<file path="config.mk">
export PLATFORM = sky130hd
export DESIGN_NAME = id_serialize_ctrl_flat
export DESIGN_NICKNAME = d
export VERILOG_FILES = /design/src/rtl/id_serialize_ctrl_pkg.sv /design/src/rtl/id_serialize_ctrl_if.sv /design/src/rtl/id_serialize_ctrl_lane_prio_enc.sv /design/src/rtl/id_serialize_ctrl.sv /design/src/flat_wrapper.sv
export SDC_FILE = /design/constraint.sdc
export NUM_CORES = 1
export LEC_CHECK = 0
export ABC_AREA = 1
export CORE_MARGIN = 5
export CORE_UTILIZATION = 51
export CTS_CLUSTER_DIAMETER = 100
export DETAILED_ROUTE_END_ITERATION = 12
export PLACE_DENSITY = 0.82
export SYNTH_ARGS = -nofsm -noshare
export SYNTH_HDL_FRONTEND = slang
export SYNTH_HIERARCHICAL = 1
export SYNTH_SLANG_ARGS = --single-unit
</file>
<file path="constraint.sdc">
create_clock -name CLK -period 4.3 [get_ports CLK]
set_clock_uncertainty 0.2 [all_clocks]
set_input_delay 0.645 -clock CLK [delete_from_list [all_inputs] [get_ports CLK]]
set_output_delay 0.645 -clock CLK [all_outputs]
set_load 0.05 [all_outputs]
</file>
<file path="src/rtl/id_serialize_ctrl_pkg.sv">
// Shared types and helpers for the serialising-instruction controller.
// Optional feature macro: ID_SYS_ACK_EN (simulator ack handshake on NOTIFY).
package id_pkg;

  typedef enum logic [1:0] {
    S_IDLE    = 2'd0,
    S_DRAIN   = 2'd1,
    S_NOTIFY  = 2'd2,
    S_RELEASE = 2'd3
  } ser_state_e;

  // ALU control codes of the serialising classes, as produced by the decoder
  localparam logic [5:0] ALU_LL      = 6'h30;
  localparam logic [5:0] ALU_SC      = 6'h38;
  localparam logic [5:0] ALU_SYSCALL = 6'h0C;

  function automatic int lane_w(input int lanes);
    return (lanes <= 1) ? 1 : $clog2(lanes);
  endfunction

  // Counter is shared by the drain and the fixed-length notify phases
  function automatic int cnt_w(input int drain, input int hold);
    int a;
    int b;
    a = $clog2(drain + 1);
    b = (hold > 1) ? $clog2(hold) : 1;
    if (b > a) a = b;
    return (a < 1) ? 1 : a;
  endfunction

endpackage

</file>
<file path="src/rtl/id_serialize_ctrl_if.sv">
// Decode-group / control bundle between the decoder and id_serialize_ctrl.
// Sys_Ack_IN exists only when ID_SYS_ACK_EN is defined.
interface id_serialize_ctrl_if #(
  parameter int LANES = 2
);
  localparam int LANE_W = id_pkg::lane_w(LANES);

  logic              FLUSH;
  logic [LANES-1:0]  Valid_IN;
  logic [LANES-1:0]  Serial_IN;
  logic [LANES-1:0]  Notify_IN;
`ifdef ID_SYS_ACK_EN
  logic              Sys_Ack_IN;
`endif
  logic [LANES-1:0]  Lane_Kill_OUT;
  logic [LANES-1:0]  Lane_Marker_OUT;
  logic              WANT_FREEZE;
  logic              SYS;
  logic [LANE_W-1:0] Serial_Lane_OUT;
  logic              Busy_OUT;

  modport master (
    output FLUSH, Valid_IN, Serial_IN, Notify_IN,
`ifdef ID_SYS_ACK_EN
    output Sys_Ack_IN,
`endif
    input  Lane_Kill_OUT, Lane_Marker_OUT, WANT_FREEZE, SYS, Serial_Lane_OUT, Busy_OUT
  );

  modport slave (
    input  FLUSH, Valid_IN, Serial_IN, Notify_IN,
`ifdef ID_SYS_ACK_EN
    input  Sys_Ack_IN,
`endif
    output Lane_Kill_OUT, Lane_Marker_OUT, WANT_FREEZE, SYS, Serial_Lane_OUT, Busy_OUT
  );

endinterface

</file>
<file path="src/rtl/id_serialize_ctrl_lane_prio_enc.sv">
// Lowest-index priority encoder: found flag, binary index, one-hot select
// and the mask of all lanes younger (higher index) than the selected one.
module lane_prio_enc #(
  parameter int LANES  = 2,
  parameter int LANE_W = 1
) (
  input  logic [LANES-1:0]  req_i,
  output logic              found_o,
  output logic [LANE_W-1:0] idx_o,
  output logic [LANES-1:0]  onehot_o,
  output logic [LANES-1:0]  younger_o
);

  always_comb begin
    found_o   = 1'b0;
    idx_o     = '0;
    onehot_o  = '0;
    younger_o = '0;
    for (int i = 0; i < LANES; i++) begin
      if (found_o) begin
        younger_o[i] = 1'b1;
      end else if (req_i[i]) begin
        found_o     = 1'b1;
        idx_o       = LANE_W'(i);
        onehot_o[i] = 1'b1;
      end
    end
  end

endmodule

</file>
<file path="src/rtl/id_serialize_ctrl.sv">
// Serialising-instruction controller: kills younger lanes, freezes fetch,
// drains, optionally notifies the simulator, then releases fetch.
// Optional feature macro: ID_SYS_ACK_EN (NOTIFY waits for Sys_Ack_IN).
module id_serialize_ctrl
  import id_pkg::*;
#(
  parameter int LANES    = 2,
  parameter int DRAIN    = 3,
  parameter int SYS_HOLD = 1
) (
  input logic                CLK,
  input logic                RESET,
  id_serialize_ctrl_if.slave bus
);

  localparam int LANE_W = lane_w(LANES);
  localparam int CNT_W  = cnt_w(DRAIN, SYS_HOLD);
  localparam logic [CNT_W-1:0] DRAIN_LD = CNT_W'(DRAIN - 1);
`ifndef ID_SYS_ACK_EN
  localparam logic [CNT_W-1:0] HOLD_LD  = CNT_W'(SYS_HOLD - 1);
`endif

  ser_state_e        state_q, state_d;
  logic [CNT_W-1:0]  cnt_q, cnt_d;
  logic [LANE_W-1:0] lane_q, lane_d;
  logic              notify_q, notify_d;
  logic              sys_q, sys_d;
  logic              busy_q, busy_d;

  logic              found;
  logic [LANE_W-1:0] idx;
  logic [LANES-1:0]  onehot;
  logic [LANES-1:0]  younger;

  lane_prio_enc #(
    .LANES  (LANES),
    .LANE_W (LANE_W)
  ) u_prio (
    .req_i     (bus.Valid_IN & bus.Serial_IN),
    .found_o   (found),
    .idx_o     (idx),
    .onehot_o  (onehot),
    .younger_o (younger)
  );

  always_comb begin
    state_d             = state_q;
    cnt_d               = cnt_q;
    lane_d              = lane_q;
    notify_d            = notify_q;
    bus.Lane_Kill_OUT   = '0;
    bus.Lane_Marker_OUT = '0;
    bus.WANT_FREEZE     = 1'b0;

    unique case (state_q)
      S_IDLE: begin
        if (found) begin
          bus.Lane_Kill_OUT   = younger;
          bus.Lane_Marker_OUT = onehot;
          bus.WANT_FREEZE     = 1'b1;
          state_d             = S_DRAIN;
          cnt_d               = DRAIN_LD;
          lane_d              = idx;
          notify_d            = |(bus.Notify_IN & onehot);
        end
      end
      S_DRAIN: begin
        bus.Lane_Kill_OUT = '1;
        bus.WANT_FREEZE   = 1'b1;
        if (cnt_q == '0) begin
          if (notify_q) begin
            state_d = S_NOTIFY;
`ifndef ID_SYS_ACK_EN
            cnt_d   = HOLD_LD;
`endif
          end else begin
            state_d = S_RELEASE;
          end
        end else begin
          cnt_d = cnt_q - CNT_W'(1);
        end
      end
      S_NOTIFY: begin
        bus.Lane_Kill_OUT = '1;
        bus.WANT_FREEZE   = 1'b1;
`ifdef ID_SYS_ACK_EN
        if (bus.Sys_Ack_IN) state_d = S_RELEASE;
`else
        if (cnt_q == '0) state_d = S_RELEASE;
        else             cnt_d   = cnt_q - CNT_W'(1);
`endif
      end
      S_RELEASE: begin
        // Fetch is let go here; anything serialising in this group is dropped
        bus.Lane_Kill_OUT = '1;
        state_d           = S_IDLE;
      end
      default: state_d = S_IDLE;
    endcase

    if (bus.FLUSH) begin
      state_d  = S_IDLE;
      cnt_d    = '0;
      lane_d   = '0;
      notify_d = 1'b0;
    end

    sys_d  = (state_d == S_NOTIFY);
    busy_d = (state_d != S_IDLE);
  end

  always_ff @(posedge CLK or negedge RESET) begin
    if (!RESET) begin
      state_q  <= S_IDLE;
      cnt_q    <= '0;
      lane_q   <= '0;
      notify_q <= 1'b0;
      sys_q    <= 1'b0;
      busy_q   <= 1'b0;
    end else begin
      state_q  <= state_d;
      cnt_q    <= cnt_d;
      lane_q   <= lane_d;
      notify_q <= notify_d;
      sys_q    <= sys_d;
      busy_q   <= busy_d;
    end
  end

  assign bus.SYS             = sys_q;
  assign bus.Busy_OUT        = busy_q;
  assign bus.Serial_Lane_OUT = lane_q;

endmodule

</file>
<file path="src/flat_wrapper.sv">
// flat-port wrapper written by rule: the top's interface ports become plain ports
module id_serialize_ctrl_flat import id_pkg::*;
#(
  parameter int LANES    = 2,
  parameter int DRAIN    = 3,
  parameter int SYS_HOLD = 1
)
  (CLK, RESET, bus_FLUSH, bus_Valid_IN, bus_Serial_IN, bus_Notify_IN, bus_Lane_Kill_OUT, bus_Lane_Marker_OUT, bus_WANT_FREEZE, bus_SYS, bus_Serial_Lane_OUT, bus_Busy_OUT);
  id_serialize_ctrl_if #(.LANES(LANES)) bus_i ();
  input logic CLK;
  input logic RESET;
  input wire logic [$bits(bus_i.FLUSH)-1:0] bus_FLUSH;
  input wire logic [$bits(bus_i.Valid_IN)-1:0] bus_Valid_IN;
  input wire logic [$bits(bus_i.Serial_IN)-1:0] bus_Serial_IN;
  input wire logic [$bits(bus_i.Notify_IN)-1:0] bus_Notify_IN;
  output wire logic [$bits(bus_i.Lane_Kill_OUT)-1:0] bus_Lane_Kill_OUT;
  output wire logic [$bits(bus_i.Lane_Marker_OUT)-1:0] bus_Lane_Marker_OUT;
  output wire logic [$bits(bus_i.WANT_FREEZE)-1:0] bus_WANT_FREEZE;
  output wire logic [$bits(bus_i.SYS)-1:0] bus_SYS;
  output wire logic [$bits(bus_i.Serial_Lane_OUT)-1:0] bus_Serial_Lane_OUT;
  output wire logic [$bits(bus_i.Busy_OUT)-1:0] bus_Busy_OUT;
  assign bus_i.FLUSH = bus_FLUSH;
  assign bus_i.Valid_IN = bus_Valid_IN;
  assign bus_i.Serial_IN = bus_Serial_IN;
  assign bus_i.Notify_IN = bus_Notify_IN;
  assign bus_Lane_Kill_OUT = bus_i.Lane_Kill_OUT;
  assign bus_Lane_Marker_OUT = bus_i.Lane_Marker_OUT;
  assign bus_WANT_FREEZE = bus_i.WANT_FREEZE;
  assign bus_SYS = bus_i.SYS;
  assign bus_Serial_Lane_OUT = bus_i.Serial_Lane_OUT;
  assign bus_Busy_OUT = bus_i.Busy_OUT;
  id_serialize_ctrl #(.LANES(LANES), .DRAIN(DRAIN), .SYS_HOLD(SYS_HOLD)) u_core (.CLK(CLK), .RESET(RESET), .bus(bus_i));
endmodule
</file>
Word-level counts from Yosys, hierarchy flattened --
Index checks and enable logic that the tools add are counted. W data, S select, Z words.
Storage, ports and cells: memories kept 0, memory bits (read-only) 0, flip-flop bits (word level) 8, input bits 9, memory bits (writable) 0, logic and storage cells 56, latch bits 0, output and inout bits 8
Cells by class: reduce and logical (&&, ||, !) cells 11, $add $sub $neg 1, magnitude comparators 0, shift-type cells 0, eq/ne operators 7, bitwise gates (word level) 2, $mul 0, div/mod/pow operators 0, muxes and demuxes 29
Operators by type and width (count):
- $mux W2 | 12
- $mux W1 | 13
- $pmux W2 S4 | 1
- $eq A2 B2 Y1 const B | 3
- $pmux W2 S3 | 1
- $reduce_bool A2 Y1 | 3
- $and A2 B2 Y2 | 2
- $logic_not A2 Y1 | 2
- $ne A4 B3 Y1 const B | 1
- $pmux W2 S2 | 1
- $reduce_and A4 Y1 | 1
- $reduce_bool A4 Y1 | 1
- $reduce_or A2 Y1 | 2
- $ne A3 B2 Y1 const B | 1
- $ne A3 B3 Y1 const B | 1
- $reduce_or A3 Y1 | 1
- $eq A2 B1 Y1 const B | 1
- $pmux W1 S2 | 1
- $reduce_and A2 Y1 | 1
- $sub A2 B1 Y2 const B | 1

Logic depth before layout (Yosys ltp) --
Gate-level depths: netlist (run 1).
word-level depth 8, gate-level depth with buffers 11

Hierarchy --
Netlist (run 1), hierarchy kept.
By module, submodules not included:
- id_serialize_ctrl | area an instance 639.4 sq um, cells an instance 99, instances 1
- lane_prio_enc | area an instance 51.3 sq um, cells an instance 9, instances 1

Worst setup path after synthesis (run 1) --
No wires, ideal clock.
path type input -> output, from in bus_Valid_IN[0], to out bus_WANT_FREEZE, data arrival time 1.820 ns, path buffers 0, cell stages on the path 6, data required time 3.455 ns, path slack 1.635 ns, cell sequence nand2_1 -> inv_1 -> inv_1 -> nand2_1 -> nand2_2 -> a21oi_1
Between the ends: cells in the longest elaborated chain, start to end 5
Ends and longest elaborated chain:
- start, declared | RTL line flat_wrapper.sv:13 | input wire logic [$bits(bus_i.Valid_IN)-1:0] bus_Valid_IN;
- $and A2 B2 Y2 | RTL line id_serialize_ctrl.sv:39 | .req_i (bus.Valid_IN & bus.Serial_IN),
- $mux W1 | RTL line id_serialize_ctrl_lane_prio_enc.sv:22 | end else if (req_i[i]) begin
- $mux W1 | RTL line id_serialize_ctrl_lane_prio_enc.sv:20 | if (found_o) begin
- named net u_core.found | RTL line id_serialize_ctrl.sv:30 | logic found;
- $mux W1 | RTL line id_serialize_ctrl.sv:57 | if (found) begin
- $pmux W1 S2 | RTL line id_serialize_ctrl.sv:55 | unique case (state_q)
- end, declared | RTL line flat_wrapper.sv:18 | output wire logic [$bits(bus_i.WANT_FREEZE)-1:0] bus_WANT_FREEZE;
The timed path passes the listed nets, and every way through them passes these cells.

Worst setup path in the final report (run 1) --
from in bus_Serial_IN[0], to out bus_WANT_FREEZE
Between the ends: cells in the longest elaborated chain, start to end 5
Ends and longest elaborated chain:
- start, declared | RTL line flat_wrapper.sv:14 | input wire logic [$bits(bus_i.Serial_IN)-1:0] bus_Serial_IN;
- $and A2 B2 Y2 | RTL line id_serialize_ctrl.sv:39
- $mux W1 | RTL line id_serialize_ctrl_lane_prio_enc.sv:22
- $mux W1 | RTL line id_serialize_ctrl_lane_prio_enc.sv:20
- named net u_core.found | RTL line id_serialize_ctrl.sv:30
- $mux W1 | RTL line id_serialize_ctrl.sv:57
- $pmux W1 S2 | RTL line id_serialize_ctrl.sv:55
The timed path passes the listed nets, and every way through them passes these cells.

==> results of run 1 <==
==> report_power, final <==
part           internal (mW)  switching, mW  total, mW
clock                 0.0317         0.0220     0.0537
combinational          0.137          0.272      0.409
sequential            0.0997         0.0199      0.120
==> kinds of logic (layout without fill, tap and decap cells) <==
group	Yosys count	after routing	synth area share [%]
other cells	1	1	0.543
flops	8	8	29.0
simple gates	61	61	36.2
compound gates	4	4	3.44
buf+inv	26	41	16.3
fa+ha+maj	8	8	14.5
==> through the flow <==
stage	hold slack (ps)	std cells	util [%]	total power [mW]
3_3_place_gp	257	135	65.3	0.523
2_1_floorplan	149	108	-	0.420
5_1_grt	316	138	67.1	0.635
3_5_place_dp	260	135	65.3	0.531
6_report	273	138	67.1	0.582
4_1_cts	270	138	67.1	0.587
==> critical path, delay by kind of cell <==
family                 cells  cell delay [ps]
buffers and inverters      4             1450
and+or+nand+nor            3              280
AOI/OAI and AO/OA          1              140
==> final cells by class <==
cell class                      instances  area, um^2
Sequential cell                         8         200
Multi-Input combinational cell         74         378
Fill cell                             112         423
Tap cell                               15        18.8
Clock buffer                            3        22.5
Inverter                               22        82.6
Timing Repair Buffer                   16         160
==> registers in the layout (all words and copies together), names as in the netlist <==
name	cells
u_core/bus.Busy_OUT	1
u_core/bus.SYS	1
u_core/bus.Serial_Lane_OUT	1
u_core/cnt_q	2
u_core/notify_q	1
u_core/state_q	2
==> how the worst max path moves through the flow <==
stage                          start         endpoint  slack [ps]  cells after the start
finish              bus_Serial_IN[0]  bus_WANT_FREEZE         920                      8
global route        bus_Serial_IN[0]  bus_WANT_FREEZE         820                      8
CTS                 bus_Serial_IN[0]  bus_WANT_FREEZE         900                      8
detailed placement  bus_Serial_IN[0]  bus_WANT_FREEZE         910                      8
global placement     bus_Valid_IN[0]  bus_WANT_FREEZE         950                      8
floorplan            bus_Valid_IN[0]  bus_WANT_FREEZE        1630                      6
==> synth_stat cells <==
cell	number	area [um^2]
a21oi_2	1	8.76
a21oi_1	2	10.0
nor2_2	2	12.5
o21ai_0	1	5.00
nor2_1	12	45.0
conb_1	1	3.75
nand2_1	37	139
dfrtp_1	8	200
ha_1	8	100
buf_4	4	30.0
nand3_1	6	30.0
nand2_2	3	18.8
inv_2	2	7.51
inv_1	20	75.1
nor3_1	1	5.00
==> routing by layer <==
layer	GRT usage, %	vias to the layer above
li1	-	344
met1	16.5	285
met2	23.3	10
met3	3.83	2
met4	9.94	0
met5	0	-
==> run metrics, run 1 <==
outcome=complete, no violations; I/O Buffers=16; ANT cells=0; Max Cap Viol=0; fin. max-slew vios=0; Pleak=0.501 nW; Cells after Synth=approximately 110; CP Capture Type=output pin; total grt overflow=0; H-Tree Depth=1; Yosys warnings=6; initial antenna violation count=0; M1 WL=around 600 um; hold worst-path end=u_core/bus.Serial_Lane_OUT; final instance area=862 um^2; Critical Path Source Type=primary input; period utilization=between 70 and 80%; worst slew pin tran=496 ps; Post-Route WL=roughly 1.3 mm; 1st-pass router iterations=4; Die H=approximately 47 um; total negative slack=0 ps; setup slack at placement=907 ps; Clock Tree Root=clkbuf_4; syn avg cell area=6.40 um^2; top sig layer=met4; DRC viols=0; DPL Wire Length=1.13 mm; synthesized cell area=691 um^2; Rows=13; biggest cell delay along the critical path=810 ps; post-route worst setup slack=924 ps; vias in the first global route=610; fraction of layout instances using a drive strength above 1=8.94%; R2R Path Start=u_core/state_q[0]; Fin. Hold Viols=0; final setup vio count=0; WL/cell=around 9.4 um; setup bufs post-CTS=0; RSZ-0062 raised after global routing=no; Die W=about 47 um; CTS Buffer Depth=2; largest net degree at the start of global routing=9; r2r setup slk=2640 ps; Clk pin slew, worst setup/hold paths=~50 ps; Initial Utilization=53.7%; Die ar.=~0.0022 mm^2; fmax=0.296 GHz; Reg-to-Reg End=u_core/bus.SYS; Cells on Worst Hold Path=2; met2 routed WL=630 um; drt via density=4.64; TritonCTS clock tree=done; min Tclk post-route=3380 ps; 1st-iter DRT viols=4; min-delay src=u_core/bus.Serial_Lane_OUT; I/O pin total=17; CP max stage cell=clkdlybuf4s50_1; Pwr Density=between 600 and 700 mW/mm^2; WL met3=~54 um; commonest non-fill, non-tap cell in the layout=nand2_1; Final nets=142; Max IR drop VDD=between 0.0004 and 0.0005 V; Max FO, Critical Path=5; Req. time, crit path=3450 ps; gpl congestion=0.787; clk sinks=8; total CTS buffers=3; total track usage=14.4%; Post-DP Area=840 um^2; register bit total from synthesis=8; via count=641; post-cts sizing count=0; DRT antenna net count=0; Critical Path AT=between 2000 and 3000 ps; core area=0.00128 mm^2; sequential share of the synthesized area=29.0%; Hold WC Path Type=reg2reg; crit-path cells=clkdlybuf4s50_1 -> nand2_1 -> inv_1 -> inv_1 -> nand2_1 -> nand2_2 -> a21oi_1 -> clkdlybuf4s50_1; first-pass GRT wire length=2.24 mm; Synthesized Nets=125; commonest cells after routing, fill and taps aside=nand2_1, inv_1, clkdlybuf4s50_1; post-synth cell types=15; CTS Hold Bufs=0; P&R area growth vs syn=24.8%; worst r2r path cells=7; Worst-Skew Late Latency=250 ps; slew margin rel.=around two thirds; CP Class=in2out
Note: power is estimated with default switching activity, not from simulation.
==> inputs of run 2 (changes only) <==
--- a/config.mk
+++ b/config.mk
@@ -7,10 +7,10 @@
 export LEC_CHECK = 0
 export ABC_AREA = 1
 export CORE_MARGIN = 5
-export CORE_UTILIZATION = 51
+export CORE_UTILIZATION = 43
 export CTS_CLUSTER_DIAMETER = 100
 export DETAILED_ROUTE_END_ITERATION = 12
-export PLACE_DENSITY = 0.82
+export PLACE_DENSITY = 0.74
 export SYNTH_ARGS = -nofsm -noshare
 export SYNTH_HDL_FRONTEND = slang
 export SYNTH_HIERARCHICAL = 1
==> constraint.sdc (replaced) <==
create_clock -name CLK -period 2.94 [get_ports CLK]
set_clock_uncertainty 0.2 [all_clocks]
set_input_delay 0.441 -clock CLK [delete_from_list [all_inputs] [get_ports CLK]]
set_output_delay 0.441 -clock CLK [all_outputs]
set_load 0.05 [all_outputs]
==> run 2 against run 1 <==
Against the previous run:
- critical path depth decreased by 4
- combinational power grew 57%
- routed wire length up 7.9%
- clock power is 44% higher
- via count is 0.94% lower
- die area rose by 14%
- worst hold slack got worse by 9.3 ps
- utilization down 8.0 points
- sequential power rose by 45%
- first-iteration DRC count rose to 3.8 times the previous value
- critical endpoint is now bus_Lane_Kill_OUT[0]
==> run metrics, run 2 (same netlist as run 1, synthesis figures left out) <==
I/O Buffers=16; Multi-input gate area=roughly 380 um^2; outcome=complete, no violations; biggest cell delay along the critical path=790 ps; post-cts sizing count=0; Pwr Density=~1000 mW/mm^2; fin. max-slew vios=0; biggest regs=u_core/cnt_q: 2 flops, u_core/state_q: 2 flops; Post-Route WL=roughly 1.4 mm; drt via density=4.57; Critical Path Source Type=register; crit-path cells=inv_1 -> ha_1 -> nand2_1 -> clkdlybuf4s50_1; total grt overflow=0; TritonCTS clock tree=done; Critical Path AT=approximately 2000 ps; CTS Buffer Depth=2; largest net degree at the start of global routing=9; total CTS buffers=3; Clk pin slew, worst setup/hold paths=about 50 ps; CTS Hold Bufs=0; DRT antenna net count=0; DPL Wire Length=between 1 and 1.5 mm; Buf/Inv on CP=2; commonest cells after routing, fill and taps aside=nand2_1, inv_1, clkdlybuf4s50_1, nor2_1; RSZ-0062 raised after global routing=no; gpl congestion=0.810; Req. time, crit path=between 2000 and 2500 ps; min Tclk post-route=2610 ps; fraction of layout instances using a drive strength above 1=12.2%; initial antenna violation count=0; Fin. Hold Viols=0; Die ar.=~0.0025 mm^2; Rows=14; via count=635; clk sinks=8; Max IR drop VDD=between 0.0004 and 0.0005 V; Die H=approximately 50 um; CP Class=reg2out; fmax=0.384 GHz; CP max stage cell=clkdlybuf4s50_1; Clock Tree Root=clkbuf_4; commonest non-fill, non-tap cell in the layout=nand2_1; Cells after DPL=roughly 140; period utilization=88.6%; total negative slack=0 ps; I/O pin total=17; Max Cap Viol=0; Initial Utilization=45.8%; CP Capture Type=output pin; critical path's top delay family=buffers and inverters; fillers=150; total track usage=11.9%; H-Tree Depth=1; 1st-iter DRT viols=15; Pleak=0.517 nW; first-pass GRT wire length=between 2 and 2.5 mm; vias in the first global route=between 500 and 600; 1st-pass router iterations=4; Final nets=142; Non-Filler Instances=139; setup slack at placement=491 ps; core area=0.00151 mm^2; P&R area growth vs syn=29.0%; register area=200 um^2; setup bufs post-CTS=0; Final Core Density=59.1%; post-route worst setup slack=between 300 and 400 ps; worst slew pin tran=roughly 500 ps; DRC viols=0; ANT cells=0; final setup vio count=0; slew margin rel.=66.4%; Worst-Skew Late Latency=about 240 ps; WL/cell=10.1 um; Hold WC Path Type=in2async; Die W=around 50 um; Max FO, Critical Path=7
==> run 2: cell count changes in the layout (fill, tap and decap cells not counted) <==
cell,delta
buf_12,+3
clkdlybuf4s50_1,-4
buf_4,+1
==> run 2: where the power goes <==
part	internal, mW	switching (mW)	total [mW]	leakage (nW)
clock network	0.0463	0.0312	0.0775	0.0138
registers	0.146	0.0282	0.174	0.106
logic	0.229	0.413	0.642	0.397
==> run 2: per-layer routing <==
layer	track usage, %	share of wire, %
met5	0	0
met4	5.24	0.43
met3	1.81	2.1
met2	19.0	49
met1	15.4	48
==> run 2: path summary, 6_finish.rpt <==
kind / slack (ps) / depth (start not counted) / from / end
worst min register to register: 270 / 2 / u_core/bus.Serial_Lane_OUT / u_core/bus.Serial_Lane_OUT
min in group CLK: 270 / 2 / u_core/bus.Serial_Lane_OUT / u_core/bus.Serial_Lane_OUT
max in group asynchronous: 2030 / 1 / RESET / u_core/state_q[0]
worst max register to register: 1260 / 7 / u_core/state_q[0] / u_core/bus.SYS
worst max-delay path: 330 / 4 / u_core/state_q[0] / bus_Lane_Kill_OUT[0]
worst min-delay path: 260 / 1 / RESET / u_core/cnt_q[1]
==> run 2: cell type report <==
class / count / share of cell area, %
Clock buffer: 3 / 2.53
Tap cell: 16 / 2.25
Multi-Input combinational cell: 74 / 42.4
Sequential cell: 8 / 22.5
Inverter: 22 / 9.27
Timing Repair Buffer: 16 / 21.1
==> run 2: metrics by stage <==
stage          area [um^2]  power (mW)  hold slack (ps)
2_1_floorplan          691       0.615            -54.6
3_3_place_gp           868       0.807              259
3_5_place_dp           868       0.818              261
4_1_cts                891       0.900              265
5_1_grt                891       0.974              267
6_report               891       0.893              263
